<file path="config.mk">
export PLATFORM = sky130hd
export DESIGN_NAME = irq_redirect_ctrl
export DESIGN_NICKNAME = d
export VERILOG_FILES = /design/src/rtl/irq_redirect_ctrl.sv
export SDC_FILE = /design/constraint.sdc
export NUM_CORES = 1
export LEC_CHECK = 0
export ABC_AREA = 1
export BUFFER_PORTS_ARGS = -buffer_cell sky130_fd_sc_hd__clkbuf_2
export CAP_MARGIN = 10
export CELL_PAD_IN_SITES_DETAIL_PLACEMENT = 0
export CELL_PAD_IN_SITES_GLOBAL_PLACEMENT = 2
export CORE_UTILIZATION = 21
export CTS_BUF_LIST = sky130_fd_sc_hd__clkbuf_2 sky130_fd_sc_hd__clkbuf_4 sky130_fd_sc_hd__clkbuf_8
export DETAILED_ROUTE_END_ITERATION = 8
export PLACE_DENSITY_LB_ADDON = 0.1
export SETUP_SLACK_MARGIN = 0.4
export SYNTH_ARGS = -nofsm -noshare
export SYNTH_HDL_FRONTEND = slang
export SYNTH_SLANG_ARGS = --single-unit
export TNS_END_PERCENT = 30
</file>
<file path="constraint.sdc">
create_clock -name clk -period 1.8 [get_ports clk]
set_input_delay 0.36 -clock clk [delete_from_list [all_inputs] [get_ports clk]]
set_output_delay 0.36 -clock clk [all_outputs]
set_load 0.1 [all_outputs]
</file>
<file path="src/rtl/irq_redirect_ctrl.sv">
// rtl/irq_redirect_ctrl.sv - PC redirect controller for illegal-op and interrupt vectors with EPC write
// Optional IRQ_SYNC_EN: two-flop synchronizer on irq ahead of edge capture.
module irq_redirect_ctrl #(
    parameter int NIRQ = 4,
    parameter int HOLD = 2
) (
    input  logic            clk,
    input  logic            reset,
    input  logic [2:0]      PCSrc_dec,
    input  logic            IllOp,
    input  logic [31:0]     PC,
    input  logic            PC_31,
    input  logic [NIRQ-1:0] irq,
    input  logic            reg_we,
    input  logic [1:0]      reg_addr,
    input  logic [31:0]     reg_wdata,
    output logic [31:0]     reg_rdata,
    output logic [2:0]      PCSrc,
    output logic            epc_we,
    output logic [31:0]     epc_data
);

    localparam int CW = (HOLD < 2) ? 1 : $clog2(HOLD + 1);
    localparam logic [CW-1:0] HOLD_LD = CW'(HOLD);

    typedef enum logic {
        S_IDLE,
        S_HOLD
    } state_t;

    state_t          state, state_d;
    logic [CW-1:0]   cnt, cnt_d;
    logic [NIRQ-1:0] irq_s;
    logic [NIRQ-1:0] irq_q;
    logic [NIRQ-1:0] mask;
    logic [NIRQ-1:0] pend;
    logic [31:0]     cause;
    logic [NIRQ-1:0] edge_det;
    logic [NIRQ-1:0] pend_clr;
    logic [NIRQ-1:0] eligible;
    logic [2:0]      win_idx;
    logic            take_ill;
    logic            take_irq;
    logic            redirect;
    logic            unused_ok;

    assign unused_ok = &{1'b0, reg_wdata[31:NIRQ]};

`ifdef IRQ_SYNC_EN
    logic [NIRQ-1:0] sync1, sync2;

    always_ff @(posedge clk or posedge reset) begin
        if (reset) begin
            sync1 <= '0;
            sync2 <= '0;
        end else begin
            sync1 <= irq;
            sync2 <= sync1;
        end
    end

    assign irq_s = sync2;
`else
    assign irq_s = irq;
`endif

    assign edge_det = irq_s & ~irq_q;
    assign pend_clr = (reg_we && reg_addr == 2'd1) ? reg_wdata[NIRQ-1:0] : '0;

    // Interrupts only fire from a settled user-mode IDLE; IllOp bypasses this gate.
    assign eligible = (pend & mask) &
                      {NIRQ{~PC_31 && state == S_IDLE && cnt == '0}};

    always_comb begin
        win_idx = 3'd0;
        for (int i = NIRQ - 1; i >= 0; i--) begin
            if (eligible[i]) begin
                win_idx = 3'(i);
            end
        end
    end

    assign take_ill = IllOp;
    assign take_irq = ~IllOp && (|eligible);
    assign redirect = take_ill || take_irq;

    always_comb begin
        PCSrc    = PCSrc_dec;
        epc_we   = 1'b0;
        epc_data = PC;
        if (take_ill) begin
            epc_data = {PC[31], PC[30:0] + 31'd4};
        end
        if (!reset) begin
            if (take_ill) begin
                PCSrc  = 3'b100;
                epc_we = 1'b1;
            end else if (take_irq) begin
                PCSrc  = 3'b101;
                epc_we = 1'b1;
            end
        end
    end

    always_comb begin
        state_d = state;
        cnt_d   = cnt;
        if (redirect) begin
            if (HOLD == 0) begin
                state_d = S_IDLE;
                cnt_d   = '0;
            end else begin
                state_d = S_HOLD;
                cnt_d   = HOLD_LD;
            end
        end else if (state == S_HOLD) begin
            if (cnt <= CW'(1)) begin
                state_d = S_IDLE;
                cnt_d   = '0;
            end else begin
                cnt_d = cnt - CW'(1);
            end
        end
    end

    always_ff @(posedge clk or posedge reset) begin
        if (reset) begin
            state <= S_IDLE;
            cnt   <= '0;
            irq_q <= '0;
            mask  <= '0;
            pend  <= '0;
            cause <= '0;
        end else begin
            state <= state_d;
            cnt   <= cnt_d;
            irq_q <= irq_s;
            // A fresh edge wins over a same-cycle software clear.
            pend  <= (pend & ~pend_clr) | edge_det;
            if (reg_we && reg_addr == 2'd0) begin
                mask <= reg_wdata[NIRQ-1:0];
            end
            if (take_ill) begin
                cause <= {1'b1, 31'd0};
            end else if (take_irq) begin
                cause <= {29'd0, win_idx};
            end
        end
    end

    always_comb begin
        reg_rdata = 32'd0;
        case (reg_addr)
            2'd0:    reg_rdata = {{(32-NIRQ){1'b0}}, mask};
            2'd1:    reg_rdata = {{(32-NIRQ){1'b0}}, pend};
            2'd2:    reg_rdata = cause;
            default: reg_rdata = 32'd0;
        endcase
    end

endmodule
</file>
* Word level (Yosys, flattened, before mapping) *
Index checks and enable logic that the tools add are counted.

word-level totals
  output and inout port bits = 68
  memory bits (read-only) = 0
  memory bits (writable) = 0
  flip-flop bits (word level) = 47
  bits in latches = 0
  logic and storage cells = 53
  memories = 0
  bits of input ports = 78

cells by class
  muxes and demuxes = 21
  reductions and logical operators = 11
  bitwise logic cells = 10
  divide/modulo/power cells = 0
  add/subtract/negate cells = 2
  order comparisons = 1
  shift-type cells = 0
  $mul = 0
  equal/unequal tests = 2

operators by type and width
  kind                   count
  $pmux 32 s3            1
  $mux 32                2
  $add 31x3->31 const B  1
  $mux 31                1
  $and 4x4->4            4
  $mux 2                 6
  $mux 3                 4
  $not 4->4              2
  $mux 1                 6
  $logic_and 1x1->1      5
  $logic_not 2->1        2
  $mux 4                 1
  $or 4x4->4             1
  $reduce_bool 2->1      2
  $reduce_or 4->1        1
  $not 1->1              3
  $eq 2x1->1 const B     1
  $eq 2x2->1 const B     1
  $le 2x1->1 const B     1
  $sub 2x1->2 const B    1
  $logic_or 1x1->1       1

* Logic depth before layout (Yosys ltp) *
  word-level depth = 10
  mapped depth = 9
  gate-level depth less buffers = 9

* Worst setup path after synthesis *
OpenSTA, ideal clock, no wires.

  path type = input -> output
  from = input reset
  to = output PCSrc[1]
  cell stages on the path = 2
  data required time = 1,440 ps
  arrival = 2,912 ps
  setup slack = -1,472 ps
  buffers on the path = 0
  cells stage by stage = inv_1 > a21boi_0

on the way
  cells in the longest elaborated chain, start to end = 1

RTL lines
  item             RTL line  source
  start, declared  8         input logic reset,
  $mux 3           94        if (!reset) begin
  end, declared    18        output logic [2:0] PCSrc,

Every way passes these cells.

* Final worst setup path *
  from = input PC[2]
  to = output epc_data[24]

on the way
  cells in the longest elaborated chain, start to end = 2

RTL lines
  item             RTL line  source
  start, declared  11        input logic [31:0] PC,
  $add 31x3->31    92        epc_data = {PC[31], PC[30:0] + 31'd4};
  $mux 31          91        if (take_ill) begin
  end, declared    20        output logic [31:0] epc_data

Every way passes these cells.

==> summary.txt <==
Outcome
  – Run status: complete, but fails checks
  – Violations in the final reports: setup timing

Critical path
  – Worst path required time: between 1000 and 1500 ps
  – Crit end category: output pin
  – Class of the most critical setup path: primary input to output pin
  – Startpoint types: primary input
  – Crit path DAT: 1480 ps
  – Largest fanout on the critical path: 4

Detailed routing
  – Routed via count divided by cell count: 4.09
  – Routed wire per std cell: 11.1 microns
  – 1st-iter DRT viols: 48
  – Count of vias placed by the detailed router: 2546
  – Total Routed Length: 6.92 mm
  – Antenna-violating nets left: 0
  – TritonRoute pass-1 iters: 4
  – DRC violation count after routing: 0

Synth
  – Number of synthesized flops with an enable pin: 0
  – Post-Syn Area per Cell: roughly 5.8 sq um
  – Count of distinct cell types in the synthesized netlist: 25
  – Warning count from the yosys run: 0
  – Cell count after synthesis: 355
  – Post-Syn Area: ~0.0021 sq mm
  – Most used flip-flop cell after synthesis: sky130_fd_sc_hd__dfrtp_1
  – Sequential cell area fraction in the yosys report: 0.218
  – Number of register bits inferred by synthesis: 18
  – Post-synth ARST share: 1.00

Clocking
  – Maximum clock insertion buffer count: 2
  – Clock latency reported for the late side of the worst-skew pair: 250 ps
  – Number of buffers inserted during clock tree synthesis: 3
  – H-tree depth: 1
  – Number of clock sinks seen by CTS: 18
  – Post-CTS Hold Buffers: 0
  – TritonCTS clock tree: yes
  – Root buf cell: sky130_fd_sc_hd__clkbuf_8
  – Clock slew at the register clock pins of the worst setup and hold paths: 70 ps

Final layout
  – Final Instance Count excl. Fillers: a little over 600
  – Inserted Diodes: 0
  – Highest-count cells in the layout ignoring fill and taps: sky130_fd_sc_hd__nand2_1, sky130_fd_sc_hd__buf_4, sky130_fd_sc_hd__inv_1, sky130_fd_sc_hd__buf_12, sky130_fd_sc_hd__nand2_2
  – Nets: about 570
  – Most common library cell in the layout ignoring fill and taps: sky130_fd_sc_hd__nand2_1
  – Layout-stage area growth over the synthesis result: 119%
  – Layout cell share with drive strength beyond 1: 0.565

Global routing
  – Antenna violations before repair: 0
  – Global-route wire length before repair: approximately 11 mm
  – GRT Total Usage: 0.138
  – GR Overflow Total: 0
  – Number of global-route vias before repair: 2552
  – Pin count of the biggest net entering global routing: 19

STA
  – Min cycle time layout: 1840 ps
  – Unrepaired setup endpoints after global routing: yes
  – Setup clock skew after layout: 2.14 ps
  – Final period util: 1.02
  – Setup Viol. Count Final: 8
  – Final Max Tran Viols: 0
  – Worst hold slack across all endpoints: 224 ps
  – Setup tns final: -197 ps
  – Highest Clock Rate: 544 MHz
  – Post-route setup slack: -37.7 ps
  – Final Hold Vio Count: 0

Run
  – Number of max-cap violations: 0

Hold path
  – Worst min path class: primary input to flip-flop

Floorplanning
  – CORE AREA: around 0.0094 sq mm
  – Site row count: 35
  – Top-Level Pins: approximately 150
  – Chip height: ~100 microns
  – Initial cell density of the core: 0.221
  – Width of the chip: 101 microns
  – Overall die area: between 0.01 and 0.015 sq mm

Placement
  – Pre-CTS setup slack: -175 ps
  – GPL Wtd Cong: 0.712
  – Detailed Place HPWL: around 5.8 mm
  – Placed instance count: 608
  – Port Buf Inserts: 84

Power
  – Switching power of the nets: 1.20 mW
  – Cell-internal power: between 1 and 1.5 mW
  – Reg power frac: 0.207
  – Ratio of total power to cell area: 514 mW/mm^2
  – Fraction of power spent switching nets: 0.513
  – Gate power share: 0.652
  – Total Power: 2.33 mW
  – Static leakage power: between 2 and 2.5 nW
  – Worst VDD drop: about 500 uV
  – Clock share of power: 0.142
-- worst paths after layout --
path	startpoint	to	slack, ps	cells past startpoint
worst max-delay path	PC[2]	epc_data[24]	-40	10
worst min register to register	irq_q[0]$_DFF_PP0_	pend[0]$_DFF_PP0_	410	1
max in group asynchronous	reset	mask[0]$_DFFE_PP0P_	1360	3
worst min-delay path	irq[1]	irq_q[1]$_DFF_PP0_	220	1
worst max register to register	cnt[0]$_DFFE_PP0P_	cause[0]$_DFFE_PP0P_	530	7
min in group asynchronous	reset	cnt[0]$_DFFE_PP0P_	250	3
-- cells in the mapped netlist (3+ instances only) --
cell | instances | area, sq um
sky130_fd_sc_hd__xnor2_1 | 4 | 35.0
sky130_fd_sc_hd__o21ai_1 | 5 | 25.0
sky130_fd_sc_hd__nor2_1 | 43 | 161
sky130_fd_sc_hd__nand3b_1 | 5 | 37.5
sky130_fd_sc_hd__buf_4 | 31 | 233
sky130_fd_sc_hd__inv_1 | 56 | 210
sky130_fd_sc_hd__inv_2 | 3 | 11.3
sky130_fd_sc_hd__nand3_1 | 31 | 155
sky130_fd_sc_hd__nor2_2 | 7 | 43.8
sky130_fd_sc_hd__dfrtp_1 | 18 | 450
sky130_fd_sc_hd__xor2_1 | 5 | 43.8
sky130_fd_sc_hd__nand2_1 | 103 | 387
sky130_fd_sc_hd__o21ai_0 | 16 | 80.1
sky130_fd_sc_hd__nand4_1 | 10 | 62.6
sky130_fd_sc_hd__a21oi_1 | 4 | 20.0
-- cell families after synthesis --
group | count (synthesis) | share of synthesized area
compound gates | 30 | 0.0799
xor+xnor | 9 | 0.0381
buf+inv | 90 | 0.220
fa+ha+maj | 1 | 0.00605
flops | 18 | 0.218
other cells | 1 | 0.00181
simple gates | 206 | 0.436
-- registers in the layout (all words and copies together) (netlist names) --
name and count:
state 1, irq_q 4, mask 4, pend 4, cnt 2, cause 3
-- what timing repair did --
item                                   4_1_cts  5_1_grt
setup buffers                                2        9
resized for setup                           86       93
setup endpoints to repair                   38       38
endpoints found under the hold margin        0        0
pin swaps                                   27       55
-- worst max-delay path, cell delays in order --
cell and delay (ps):
sky130_fd_sc_hd__clkbuf_16 120, sky130_fd_sc_hd__ha_4 150, sky130_fd_sc_hd__inv_4 50, sky130_fd_sc_hd__nor2_4 120, sky130_fd_sc_hd__nand2_1 60, sky130_fd_sc_hd__nor2_1 100, sky130_fd_sc_hd__buf_4 150, sky130_fd_sc_hd__nand4_1 90
sky130_fd_sc_hd__nand2_2 110, sky130_fd_sc_hd__buf_12 170
-- metrics by stage --
| stage | instance area (sq um) | utilization |
|---|---|---|
| final | 4530 | 0.484 |
| after global routing | 4530 | 0.484 |
| after CTS | 4190 | 0.447 |
| after detailed placement | 3760 | 0.402 |
| after global placement | 3760 | 0.402 |
| after floorplan | 2480 | - |
-- metal layers --
layer | wire length, microns | part of all wire | GRT usage
met1 | 3010 | 0.43 | 0.172
met4 | 10 | 0.0014 | 0.0167
met2 | 3670 | 0.53 | 0.266
met3 | 225 | 0.033 | 0.00828
met5 | 0 | 0 | 0
-- power groups by stage --
stage	logic [mW]	registers [mW]	clock network (mW)
global placement	1.36	0.484	0
detailed placement	1.37	0.484	0
global route	1.59	0.486	0.357
CTS	1.44	0.480	0.345
finish	1.52	0.481	0.330
floorplan	0.978	0.477	0
-- final cells by class --
type | instances | area [sq um]
Fill cell | 950 | 4840
Timing Repair Buffer | 140 | 1620
Multi-Input combinational cell | 273 | 2000
Sequential cell | 18 | 450
Clock buffer | 4 | 55.1
Inverter | 59 | 245
Tap cell | 129 | 161
Note: power is estimated with default switching activity, not from simulation.
